$ cat src/rtl/axis_rr_arbiter.sv
// ---------------------------------------------------------------------------
// axis_rr_arbiter
//
// Merges NUM_SRC AXI-Stream sources into one output stream, one whole packet
// at a time. When idle, the next owner is chosen round-robin: the scan starts
// at the index after the most recent winner and moves upward modulo NUM_SRC.
// Ownership is held until the owner's tlast beat transfers. Data is not
// buffered: the granted source is muxed straight through to the output.
//
// Ports
//   aclk      : clock, all logic on the rising edge
//   areset    : synchronous active-high reset
//   s_tvalid  : per-source valid                         [NUM_SRC]
//   s_tlast   : per-source last beat of packet           [NUM_SRC]
//   s_tdata   : per-source data, source i at [i*DATA_WIDTH +: DATA_WIDTH]
//   s_tready  : per-source ready, only the owner may see m_tready
//   m_tvalid  : merged-stream valid
//   m_tlast   : merged-stream last
//   m_tdata   : merged-stream data                       [DATA_WIDTH]
//   m_tready  : downstream ready
//   grant     : registered one-hot owner, 0 when idle    [NUM_SRC]
//   busy      : registered, high while a packet is owned
//   pkt_cnt   : packets forwarded, wraps at 16 bits
// ---------------------------------------------------------------------------
module axis_rr_arbiter #(
    parameter int DATA_WIDTH = 32,
    parameter int NUM_SRC    = 4
) (
    input  logic                          aclk,
    input  logic                          areset,
    input  logic [NUM_SRC-1:0]            s_tvalid,
    input  logic [NUM_SRC-1:0]            s_tlast,
    input  logic [NUM_SRC*DATA_WIDTH-1:0] s_tdata,
    output logic [NUM_SRC-1:0]            s_tready,
    output logic                          m_tvalid,
    output logic                          m_tlast,
    output logic [DATA_WIDTH-1:0]         m_tdata,
    input  logic                          m_tready,
    output logic [NUM_SRC-1:0]            grant,
    output logic                          busy,
    output logic [15:0]                   pkt_cnt
);

    localparam int IDX_W = (NUM_SRC > 1) ? $clog2(NUM_SRC) : 1;

    typedef enum logic {
        IDLE = 1'b0,
        PASS = 1'b1
    } state_t;

    state_t             state_q, state_d;
    logic [NUM_SRC-1:0] grant_q, grant_d;
    logic [IDX_W-1:0]   last_idx_q, last_idx_d;   // most recent winner; also the owner while in PASS
    logic [15:0]        pkt_cnt_q, pkt_cnt_d;

    logic               winner_found;
    logic [IDX_W-1:0]   winner_idx;
    logic               xfer_last;

    // -----------------------------------------------------------------------
    // Round-robin pick: first requesting index after last_idx_q, wrapping.
    // Evaluated every cycle but only consumed in IDLE.
    // -----------------------------------------------------------------------
    always_comb begin
        int               cand;
        logic [IDX_W-1:0] cand_idx;
        // NOTE: every variable written in a combinational block gets a default
        // first, so no path through the block leaves it unassigned (no latch).
        winner_found = 1'b0;
        winner_idx   = '0;
        cand         = 0;
        cand_idx     = '0;
        for (int k = 1; k <= NUM_SRC; k++) begin
            cand     = (int'(last_idx_q) + k) % NUM_SRC;
            cand_idx = IDX_W'(cand);
            if (!winner_found && s_tvalid[cand_idx]) begin
                winner_found = 1'b1;
                winner_idx   = cand_idx;
            end
        end
    end

    // -----------------------------------------------------------------------
    // Zero-cycle pass-through of the owner. Reset forces the stream handshake
    // low immediately so an abandoned packet cannot move another beat.
    // -----------------------------------------------------------------------
    always_comb begin
        m_tvalid = 1'b0;
        m_tlast  = 1'b0;
        m_tdata  = '0;
        s_tready = '0;
        if (state_q == PASS && !areset) begin
            m_tvalid             = s_tvalid[last_idx_q];
            m_tlast              = s_tlast[last_idx_q];
            m_tdata              = s_tdata[last_idx_q*DATA_WIDTH +: DATA_WIDTH];
            s_tready[last_idx_q] = m_tready;
        end
    end

    assign xfer_last = m_tvalid & m_tready & m_tlast;

    // -----------------------------------------------------------------------
    // Next-state logic. The tlast edge only returns to IDLE; the next winner
    // is picked on the following edge, leaving one idle cycle between packets.
    // -----------------------------------------------------------------------
    always_comb begin
        state_d    = state_q;
        grant_d    = grant_q;
        last_idx_d = last_idx_q;
        pkt_cnt_d  = pkt_cnt_q;
        case (state_q)
            IDLE: begin
                if (winner_found) begin
                    state_d             = PASS;
                    grant_d             = '0;
                    grant_d[winner_idx] = 1'b1;
                    last_idx_d          = winner_idx;
                end
            end
            PASS: begin
                // Ownership only ends on a completed tlast beat; a source
                // dropping tvalid mid-packet keeps the lock.
                if (xfer_last) begin
                    state_d   = IDLE;
                    grant_d   = '0;
                    pkt_cnt_d = pkt_cnt_q + 16'd1;
                end
            end
            default: begin
                state_d = IDLE;
                grant_d = '0;
            end
        endcase
    end

    // -----------------------------------------------------------------------
    // State registers. Reset leaves last_idx at NUM_SRC-1 so source 0 is
    // scanned first.
    // -----------------------------------------------------------------------
    always_ff @(posedge aclk) begin
        // NOTE: sequential state uses non-blocking assignments so every
        // register samples pre-edge values regardless of statement order.
        if (areset) begin
            state_q    <= IDLE;
            grant_q    <= '0;
            last_idx_q <= IDX_W'(NUM_SRC - 1);
            pkt_cnt_q  <= '0;
        end else begin
            state_q    <= state_d;
            grant_q    <= grant_d;
            last_idx_q <= last_idx_d;
            pkt_cnt_q  <= pkt_cnt_d;
        end
    end

    assign grant   = grant_q;
    assign busy    = (state_q == PASS);
    assign pkt_cnt = pkt_cnt_q;

endmodule
$ cat config.mk
export PLATFORM = sky130hd
export DESIGN_NAME = axis_rr_arbiter
export DESIGN_NICKNAME = d
export VERILOG_FILES = /design/src/rtl/axis_rr_arbiter.sv
export SDC_FILE = /design/constraint.sdc
export NUM_CORES = 1
export LEC_CHECK = 0
export CAP_MARGIN = 20
export CORE_MARGIN = 2
export CORE_UTILIZATION = 33
export CTS_BUF_LIST = sky130_fd_sc_hd__clkbuf_8
export DETAILED_ROUTE_END_ITERATION = 8
export PLACE_DENSITY_LB_ADDON = 0.2
export SETUP_SLACK_MARGIN = 0.05
export SLEW_MARGIN = 40
export SYNTH_ARGS = -nofsm -noshare
export SYNTH_HDL_FRONTEND = slang
export SYNTH_SLANG_ARGS = --single-unit
$ cat constraint.sdc
create_clock -name aclk -period 2.95 [get_ports aclk]
set_clock_uncertainty 0.1 [all_clocks]
set_input_delay 0.885 -clock aclk [delete_from_list [all_inputs] [get_ports aclk]]
set_output_delay 0.885 -clock aclk [all_outputs]
set_load 0.02 [all_outputs]
==> impl_summary.md, run 1 <==
Outcome
The flow ran to the end, and the final reports show no timing, DRC or antenna violations.

Clock tree
The CTS sink count is 23. The CTS tree is built. CTS built an H-tree with a depth of 1.

In this run the deepest clock path goes through 2 buffers. At the later pin of the worst-skew pair, clock insertion delay measures 270 ps. The clock transition time at the flip-flop clock pins of the worst setup and hold paths is ~80 ps. The master cell of the clock root buffer is clkbuf_8. Buffers inserted during clock tree synthesis total 3.

The count of hold buffers inserted by post-cts repair is 0.

Global route
The leftover overflow at the end of global routing is 0. The total routing resource utilization after global routing is about a quarter. Entering global routing, the biggest net connects 23 pins. The initial antenna violation count is 1. The wire length of the first global-routing pass is roughly 14 mm. The via count of the first global-routing pass is around 2800.

Logic synthesis
The prevailing post-synth register cell is dfxtp_1. The simple-gate area share of the yosys netlist is 24.6%. The number of nets produced by synthesis is ~370. The area fraction of the dominant cell type after synthesis is about 35%.

By area the synthesized netlist is led by mux4_2, dfxtp_1, and2_1. The adder and majority gate portion of the synthesized area is 2.74%. The number of flops mapped to enable cells by yosys is 0. The number of standard cells after synthesis is 230. The count of synthesis-stage warnings from yosys is 0.

Sequential elements use between 20% and 30% of the synthesized area. The average instance in the mapped netlist occupies 9.93 sq um. Counting flops with an async set or reset pin after synthesis yields a share of 0%.

Yosys mapped the design onto 38 distinct sky130hd cell types. The leading area contributor after synthesis is mux4_2. The flop and latch count out of synthesis is 23. Of the post-synthesis cell area, the part taken by muxes is between 30% and 40%. Of the total synthesized cell area, the portion taken by XOR and XNOR cells is under 10%.

The commonest cells after synthesis are mux4_2, and2_1, dfxtp_1. The share of the synthesized area in compound gates (AO/OA/AOI/OAI) is between 7 and 8%. The library cell with the highest instance count after synthesis is mux4_2. In this run the cell area of the synthesized design comes to approximately 2300 sq um.

By area, the combinational part of the netlist is dominated by multiplexers.

Critical path
In this run the worst setup path terminates at m_tdata[17]. STA classifies the critical path startpoint as an input pin. The maximum fanout count along the critical path is 1. The worst reg-to-reg path cell count is 8. The capture instance of the worst register-to-register path is grant[1]. The arrival time at the worst endpoint is 1890 ps. The setup path with the least slack is of type in2out. Setup slack on the worst reg-to-reg path comes out at about 590 ps. At the worst endpoint, the required time is just under 2000 ps. The launching point of the worst reg2reg path is last_idx_q[1]. The worst setup path startpoint is s_tdata[113]. STA classifies the critical path endpoint as an output port.

Finish
Cells with a size suffix above 1 make up about a third of the layout. The final instance count without filler cells is roughly 510. The area growth from synthesis to final layout is 97.8%. The number of nets in the layout is just under 600. The filler cell count is around 600.

STA
For the finished layout, the period the worst path requires is ~2900 ps. The final number of hold-violating endpoints was 0. The smallest hold slack is roughly 360 ps. Setup violations remaining at the end of the flow were counted as 0. The final setup slack of the worst path is ~79 ps.

The part of the cycle the worst path needs is 97.3%. Setup repair after global routing left no endpoint under its margin. The max-slew violation count is 0. For the pin with the worst max-slew slack, the measured transition is between 400 and 500 ps. Measured against its own limit, the worst slew margin works out to between 60% and 70%. The maximum clock frequency is 348 MHz.

Floorplan
After floorplanning, the core was divided into 30 placement rows. Once the floorplan was initialized, standard cells occupied around a third of the core. Measured along the x axis, the die boundary spans between 80 and 90 microns.

The total area inside the core boundary comes to between 6000 and 7000 sq um. The floorplan die height is ~87 microns. The top-level port count is slightly below 200. The die covers between 7000 and 8000 sq um.

Drt
The vias per cell is roughly 5.3. The routed design has 9.38 mm of wire. Before antenna repair, the detailed router went through 4 iterations.

The total vias in the final route is between 2000 and 3000. The detail route stage leaves a number of antenna-violating nets equal to 0. For this run, design rule violations remaining after detail routing come to 0. After the first detailed-routing iteration, the DRC count stood at 64. In the final routed layout, each cell accounts on average for roughly 18 microns.

Placement
The post-placement setup slack is -578 ps. The post-placement cell count is approximately 500. The count of input and output buffers is between 150 and 200. The HPWL reported at the end of detailed placement is 7.62 mm.

The final RePlAce weighted congestion is between 0.8 and 0.9.

Power
The clock share of power is between 10% and 20%. The combinational fraction of design power is 61.3%. The net load switching power is about 0.00047 W. In this run, flip-flops and latches consume around 24% of the power. The internal portion of the total power is 0.000935 W. The overall power of the completed layout is ~0.0014 W. Net switching is about a third of the power. In this run the power density over the cells is between 300 and 400 nW/um^2. In this run the static leakage power is roughly 2.0 nW. IR analysis of the VDD net gives a maximum drop of between 0.15 and 0.2 mV.

Hold path
The depth of the worst hold-timing path is 2. The type of the tightest min-delay check is reg2reg.

Run
Across the run, the number of max-cap violations was 0.
## area by class of cell
class | count | area, sq um | area share [%]
diodes | 1 | 2.50 | 0.0554
clock buffers | 3 | 41.3 | 0.914
clock inverters | 1 | 5.00 | 0.111
inverters | 5 | 18.8 | 0.415
multi-input cells | 183 | 1810 | 40.0
flip-flops and latches | 23 | 463 | 10.2
well taps | 80 | 100 | 2.21
repair buffers | 218 | 2080 | 46.1
## worst max-delay path, cell delays in order
cell	delay, ps
dlygate4sd2_1	240
mux4_2	470
and2_4	160
buf_6	120
## sequential cells by signal, indices dropped and copies added, names as in the netlist
register / flops
last_idx_q: 2
grant: 4
busy: 1
pkt_cnt: 16
## cells in the final DEF (no fill, tap or decap), types with 2 or more instances in the layout
master           Yosys  routed
dlygate4sd2_1        0     133
mux4_2              35      35
buf_6                1      35
and2_4               0      34
clkdlybuf4s50_1      0      22
dfxtp_1             23      21
nor2_1              18      18
buf_4                3      18
nand2_1             13      13
nand3_1              9       9
a21oi_1              8       8
xnor2_1              8       8
o21ai_0              8       8
nor3_1               7       7
inv_1                5       5
and3_1               6       5
ha_1                 5       5
nand4_1              4       4
xor2_1               4       4
buf_12               0       4
or3_1                3       3
clkbuf_8             0       3
clkdlybuf4s15_1      0       3
and4_1               2       2
o31ai_1              2       2
o211ai_1             2       2
dfxtp_2              0       2
## power by group through the flow
stage	clock (W)	sequential [W]	combinational, W
after floorplan	0	0.000362	0.000448
after global placement	0	0.000350	0.000846
after CTS	0.000207	0.000344	0.000864
after detailed placement	0	0.000351	0.000865
final	0.000202	0.000343	0.000864
after global routing	0.000217	0.000346	0.000926
## how the worst min path moves through the flow
stage,from,to,slack (ps)
2_1_floorplan,grant[3],grant[3],430
3_3_place_gp,grant[3],grant[3],340
3_5_place_dp,grant[3],grant[3],340
4_1_cts,grant[2],grant[2],360
5_1_grt,grant[3],grant[3],380
6_report,grant[2],grant[2],360
## per-layer routing
| layer | wire length, microns | vias to the layer above | GRT usage [%] |
|---|---|---|---|
| met5 | 0 | - | 0 |
| met2 | 4960 | 132 | 46.2 |
| met4 | 262 | 0 | 7.69 |
| li1 | - | 1272 | - |
| met1 | 3430 | 1281 | 26.5 |
| met3 | 733 | 22 | 7.30 |
## repair_timing
item | in CTS | in global routing
setup endpoints to repair | 38 | 5
resized for setup | 394 | 11
pin swaps | 34 | 1
buffers inserted | 2 | 0
gates cloned | 1 | 1
## logic make-up after synthesis
kind of cell             Yosys count
multiplexers                      37
adder cells (fa/ha/maj)            5
AND/OR/NAND/NOR                  102
flip-flops                        23
buffers and inverters             24
XOR/XNOR                          12
AO/OA/AOI/OAI                     27
## per-stage QoR
| stage | util [%] | setup TNS [ps] | cell area, sq um |
|---|---|---|---|
| after CTS | 66.2 | 0 | 4470 |
| final | 66.9 | 0 | 4520 |
| after global placement | 65.8 | -19400 | 4440 |
| after global routing | 66.9 | 0 | 4520 |
| after floorplan | - | 0 | 2280 |
| after detailed placement | 65.8 | -19860 | 4440 |
Power figures use the tool's default switching activity.
==> inputs of run 2 (changes only) <==
--- a/config.mk
+++ b/config.mk
@@ -13,5 +13,5 @@
 export PLACE_DENSITY_LB_ADDON = 0.2
 export SETUP_SLACK_MARGIN = 0.05
-export SLEW_MARGIN = 40
+export SLEW_MARGIN = 20
 export SYNTH_ARGS = -nofsm -noshare
 export SYNTH_HDL_FRONTEND = slang
--- a/constraint.sdc
+++ b/constraint.sdc
@@ -3,3 +3,3 @@
 set_input_delay 0.885 -clock aclk [delete_from_list [all_inputs] [get_ports aclk]]
 set_output_delay 0.885 -clock aclk [all_outputs]
-set_load 0.02 [all_outputs]
+set_load 0.005 [all_outputs]
==> impl_summary.md, run 2 (synthesis results as in run 1) <==
Power
The sequential share of power is a little over a quarter. IR analysis of the VDD net gives a maximum drop of 0.175 mV. Of the total power, combinational logic draws around 58%. In this run switching power makes up between 30% and 40% of total power. Per report_power, the clock group accounts for between 10% and 20% of the total. Total power for the finished layout comes to roughly 0.0013 W.

In this run the power density over the cells is a little under 300 nW/um^2. The total leakage power is about 2 nW. The internal cell power is 0.000889 W. The analysis attributes to net switching a power of slightly above 0.0004 W.

Outcome
The flow ran to the end, and the final reports show no timing, DRC or antenna violations.

Clock tree
The CTS tree is built. CTS built an H-tree with a depth of 1. The clock drives 23 sinks.

The clock transition time at the flip-flop clock pins of the worst setup and hold paths is 80 ps. At the later pin of the worst-skew pair, clock insertion delay measures 270 ps. The total CTS buffers is 3. CTS placed an instance of clkbuf_8 at the clock tree root. The number of buffers between clock root and the deepest sink is 2.

Finish
The final cell area excluding filler cells is 4330 sq um. The area growth from synthesis to final layout is 89.5%. In the final layout, flip-flops and latches occupy ~460 sq um. The number of nets in the layout is 576.

In the layout the commonest cells are dlygate4sd2_1, mux4_2, clkdlybuf4s50_1. The flip-flop count of the largest register, all copies and words added is 16. The fraction of final layout cells with drive strength greater than 1 is a little over a quarter. The combined area of the multi-input logic cells is 1760 sq um. The filler cell count is just over 600. The commonest non-fill, non-tap cell in the layout is dlygate4sd2_1. The final instance count without filler cells is ~510.

Floorplan
The die footprint is 7600 sq um. The top-level port count is approximately 200. The die width is slightly below 90 microns. The floorplan has 30 rows. The area of the core is a little under 7000 sq um.

The starting density of the core is between 30% and 40%. Measured along the y axis, the die boundary spans between 80 and 90 microns.

Drt
In the final routed layout, each cell accounts on average for 17.9 microns. The routed wire length is slightly above 9 mm. The vias per cell is about 5.3.

The total DRC errors in the routed layout is 0. Before antenna repair, the detailed router went through 4 iterations. The detail route stage leaves a number of antenna-violating nets equal to 0.

The total vias in the final route is between 2000 and 3000. The number of violations reported at the end of detailed-routing iteration 0 is between 50 and 60.

Global route
The via count of the first global-routing pass came to approximately 2900. The first global-routing pass estimated ~14 mm of wire. Entering global routing, the biggest net connects 33 pins. The total routing resource utilization after global routing is around 24%.

The leftover overflow at the end of global routing is 0. The initial antenna violation count is 1.

Critical path
The setup path with the least slack is of type in2out. In this run the critical register-to-register path is launched from last_idx_q[1]. At the worst endpoint, the required time is 1970 ps. The nature of the critical path startpoint is an input pin. In this run the worst path has a maximum fanout of 2. The endpoint kind of the worst setup timing path is an output port. The setup slack on the worst flop-to-flop path is around 460 ps. The capture instance of the worst register-to-register path is grant[3]. For the worst flop-to-flop path, the logic depth is 8.

At the worst endpoint, the arrival time is roughly 1900 ps. The worst setup path startpoint is s_tvalid[1]. The worst setup path endpoint is m_tvalid.

Run
The max capacitance violation total is 0.

STA
The slew at the pin closest to its max-slew limit is ~470 ps. The final setup violation count is 0. The max-slew violation count is 0.

The worst path uses between 90% and 100% of the clock period. The post-route minimum period is 2890 ps. Setup repair after global routing left no endpoint under its margin. Static timing analysis puts the maximum clock frequency at between 300 and 400 MHz. The final number of hold-violating endpoints was 0. The worst pin sits at a relative slew slack of between 60% and 70%.

Placement
The placed instances occupy a cell area of between 4000 and 5000 sq um. In this run the tool buffered the top-level ports with 197 buffer cells. The final RePlAce weighted congestion is about 0.87. After detailed placement, the design holds a cell count of between 500 and 600.

The HPWL after detailed placement is 7.25 mm.

Hold path
The startpoint of the most critical hold path is grant[1]. The min-delay analysis places its worst path in the category reg2reg.
## run 2: cell type report
type                    instances  share of cell area (%)
clock inverters                 1                   0.116
flip-flops and latches         23                    10.7
inverters                       5                   0.433
diodes                          1                  0.0578
repair buffers                216                    44.9
multi-input cells             183                    40.6
clock buffers                   3                   0.953
well taps                      80                    2.31
## run 2: power groups by stage
stage          Sequential [W]  Clock, W  Combinational (W)
2_1_floorplan        0.000349         0           0.000406
3_3_place_gp         0.000354         0           0.000780
3_5_place_dp         0.000355         0           0.000795
4_1_cts              0.000348  0.000206           0.000750
5_1_grt              0.000350  0.000218           0.000805
6_report             0.000347  0.000199           0.000746
## run 2: metrics by stage
stage          utilization, %  setup TNS (ps)  setup WS, ps  hold WS, ps
4_1_cts                  64.1               0          32.1          368
3_5_place_dp             65.4          -16670          -487          350
5_1_grt                  64.1               0          50.3          399
3_3_place_gp             65.4          -15500          -464          340
6_report                 64.1               0          62.8          364
2_1_floorplan               -               0           256          349
## run 2: worst min path at each step
stage	to	slack (ps)	cells past startpoint
after floorplan	grant[0]	350	2
after global placement	grant[3]	340	2
after detailed placement	grant[1]	350	2
after CTS	grant[1]	370	2
after global routing	grant[1]	400	2
final	grant[1]	360	2
## run 2: critical path, cell delays in order
cell	delay [ps]
dlygate4sd2_1	240
mux4_2	490
and2_4	180
buf_6	110
## run 2: routing by layer
layer	track usage, %	wire (microns)
met1	27.4	3500
met2	44.4	4850
met3	6.16	663
met4	6.15	146
met5	0	0
## run 2: what timing repair did
| item | in CTS | in global routing |
|---|---|---|
| pin swaps | 34 | 1 |
| setup buffers | 3 | 0 |
| gates cloned | 2 | 0 |
| endpoints found under the hold margin | 0 | 0 |
| hold buffers | 0 | 0 |
| setup endpoints to repair | 38 | 14 |
| resized for setup | 311 | 8 |
==> inputs of run 3 (changes only) <==
RECOVER_POWER = 25   (was not set)
SLEW_MARGIN = not set   (was 20)
==> impl_summary.md, run 3 (synthesis results as in run 1) <==
Drt
For this block, the initial DRC count from the detailed router was 48. The total DRC errors in the routed layout is 0. Once detail routing completed, the nets flagged for antenna violations numbered 0. The number of detailed-route iterations in the first pass is 4. After detailed routing, the average wire length per cell comes to approximately 18 microns. The total vias in the final route is roughly 2700. The final layout contains routed wiring with a total length of about 9.2 mm.

The vias per cell is between 5 and 6.

Floorplan
Measured along the y axis, the die boundary spans 87.2 microns. Once the floorplan was initialized, standard cells occupied 33.8% of the core. After floorplanning, the core was sized to cover ~6800 sq um. The die footprint is about 7600 sq um. The die width is just under 90 microns. The top-level port count is roughly 200. The floorplan has 30 rows.

STA
The smallest clock period supported by the final layout is computed as between 2000 and 3000 ps. The maximum clock frequency is between 300 and 400 MHz. The slew at the pin closest to its max-slew limit is around 470 ps. The final number of hold-violating endpoints is 0. Of the available clock period, the critical path in the final layout requires 97.8%. Headroom to the max-slew limit came out at 68.7%.

Setup violations remaining at the end of the flow were counted as 0. The max-slew violation count is 0. Setup repair after global routing left no endpoint under its margin.

The summed negative setup slack over all endpoints is 0 ps.

Finish
The post-route netlist has around 27% of its cells at a drive strength greater than 1. Leaving out fill and tap cells, the most frequent cell in the layout is dlygate4sd2_1. The area growth from synthesis to final layout is 89.4%. The final instance count without filler cells is between 500 and 600.

The number of nets in the layout is 576. In the layout the commonest cells are dlygate4sd2_1, mux4_2, dfxtp_1, buf_2. Counting the fill cells in the layout gives between 600 and 700. The register with the most flip-flops in the layout has 16 of them.

Global route
Entering global routing, the biggest net connects 33 pins. The initial antenna violation count is 1. The via count of the first global-routing pass is around 2900. The wire length of the first global-routing pass is 14.1 mm. Global routing consumed, over all layers together, around 24% of the routing resources. The leftover overflow at the end of global routing is 0.

Critical path
By startpoint and endpoint, the worst setup path is classified as in2out. The endpoint kind of the worst setup timing path is an output port. STA puts the critical path data arrival time at ~1900 ps. The required time of the critical path is about 2000 ps.

The maximum fanout count along the critical path is 2. The nature of the critical path startpoint is an input pin.

Placement
The HPWL reported at the end of detailed placement is 7.25 mm. The post-placement cell count is around 500. The final RePlAce weighted congestion is just under 0.9. The count of input and output buffers is ~200.

Clock tree
The count of hold buffers inserted by post-cts repair is 0. The master cell of the clock root buffer is clkbuf_8. The clock latency on the worst-skew pair is 270 ps. The CTS sink count is 23. No sink is reached through more buffers than the 2 on the longest clock path. The CTS tree is built. After clock tree synthesis, the clock-pin slew on the worst setup and hold paths is around 80 ps. Buffers inserted during clock tree synthesis total 3. In this run the number of H-tree levels came out at 1.

Power
For this design the ratio of total power to cell area is approximately 300 nW/um^2. IR analysis of the VDD net gives a maximum drop of 0.175 mV. The overall power of the completed layout is 0.00128 W. Summed over all cells, the static leakage comes to 2.02 nW.

Run
The max capacitance violation total is 0.

Outcome
The run finished with clean final reports.

Hold path
The type of the tightest min-delay check is reg2reg.
-- run 3: cell types whose count changed in the layout (fill, tap and decap cells not counted) --
cell and change:
buf_4 -1, clkbuf_1 +1, dlygate4sd3_1 +17, clkdlybuf4s50_1 -17
-- run 3: final timing paths --
path	from	endpoint	slack, ps	cells past startpoint
setup / recovery	s_tvalid[1]	m_tvalid	70	4
hold / removal	grant[1]	grant[1]	360	2
setup reg to reg	last_idx_q[1]	grant[3]	460	8
hold reg to reg	grant[1]	grant[1]	360	2
-- run 3: power by group --
group	leakage (nW)	internal [W]	switching, W
clock	0.0255	0.0000944	0.000104
sequential	0.186	0.000328	0.0000189
combinational	1.81	0.000461	0.000279
total	2.02	0.000883	0.000402
-- run 3: what timing repair did --
item / in CTS / in global routing
resized for setup: 311 / 8
pin swaps: 34 / 1
cloned: 2 / 0
setup endpoints to repair: 38 / 14
setup buffers: 3 / 0
-- run 3: stage by stage --
step	setup WS (ps)	utilization, %	cell area (sq um)	hold slack [ps]
CTS	32.1	64.1	4330	368
floorplan	256	-	2280	349
global placement	-464	65.4	4420	340
global route	51.2	64.0	4330	393
detailed placement	-487	65.4	4420	350
finish	65.6	64.0	4330	358
-- run 3: worst max-delay path: stages --
cell	delay [ps]
dlygate4sd2_1	240
mux4_2	490
and2_4	180
buf_6	110
-- run 3: final cells by class --
| type | count | area (sq um) | share of cell area [%] |
|---|---|---|---|
| Clock buffer | 3 | 41.3 | 0.954 |
| Timing Repair Buffer | 216 | 1940 | 44.8 |
| Antenna cell | 1 | 2.50 | 0.0578 |
| Clock inverter | 1 | 5.00 | 0.116 |
| Sequential cell | 23 | 463 | 10.7 |
| Multi-Input combinational cell | 183 | 1760 | 40.6 |
| Inverter | 5 | 18.8 | 0.434 |
| Tap cell | 80 | 100 | 2.31 |
-- run 3: routing by layer --
metal	track usage [%]	wire length, microns	vias up
met5	0	0	-
met4	6.15	146	0
met3	6.16	663	12
met2	44.4	4840	132
met1	27.4	3510	1293
li1	-	-	1270
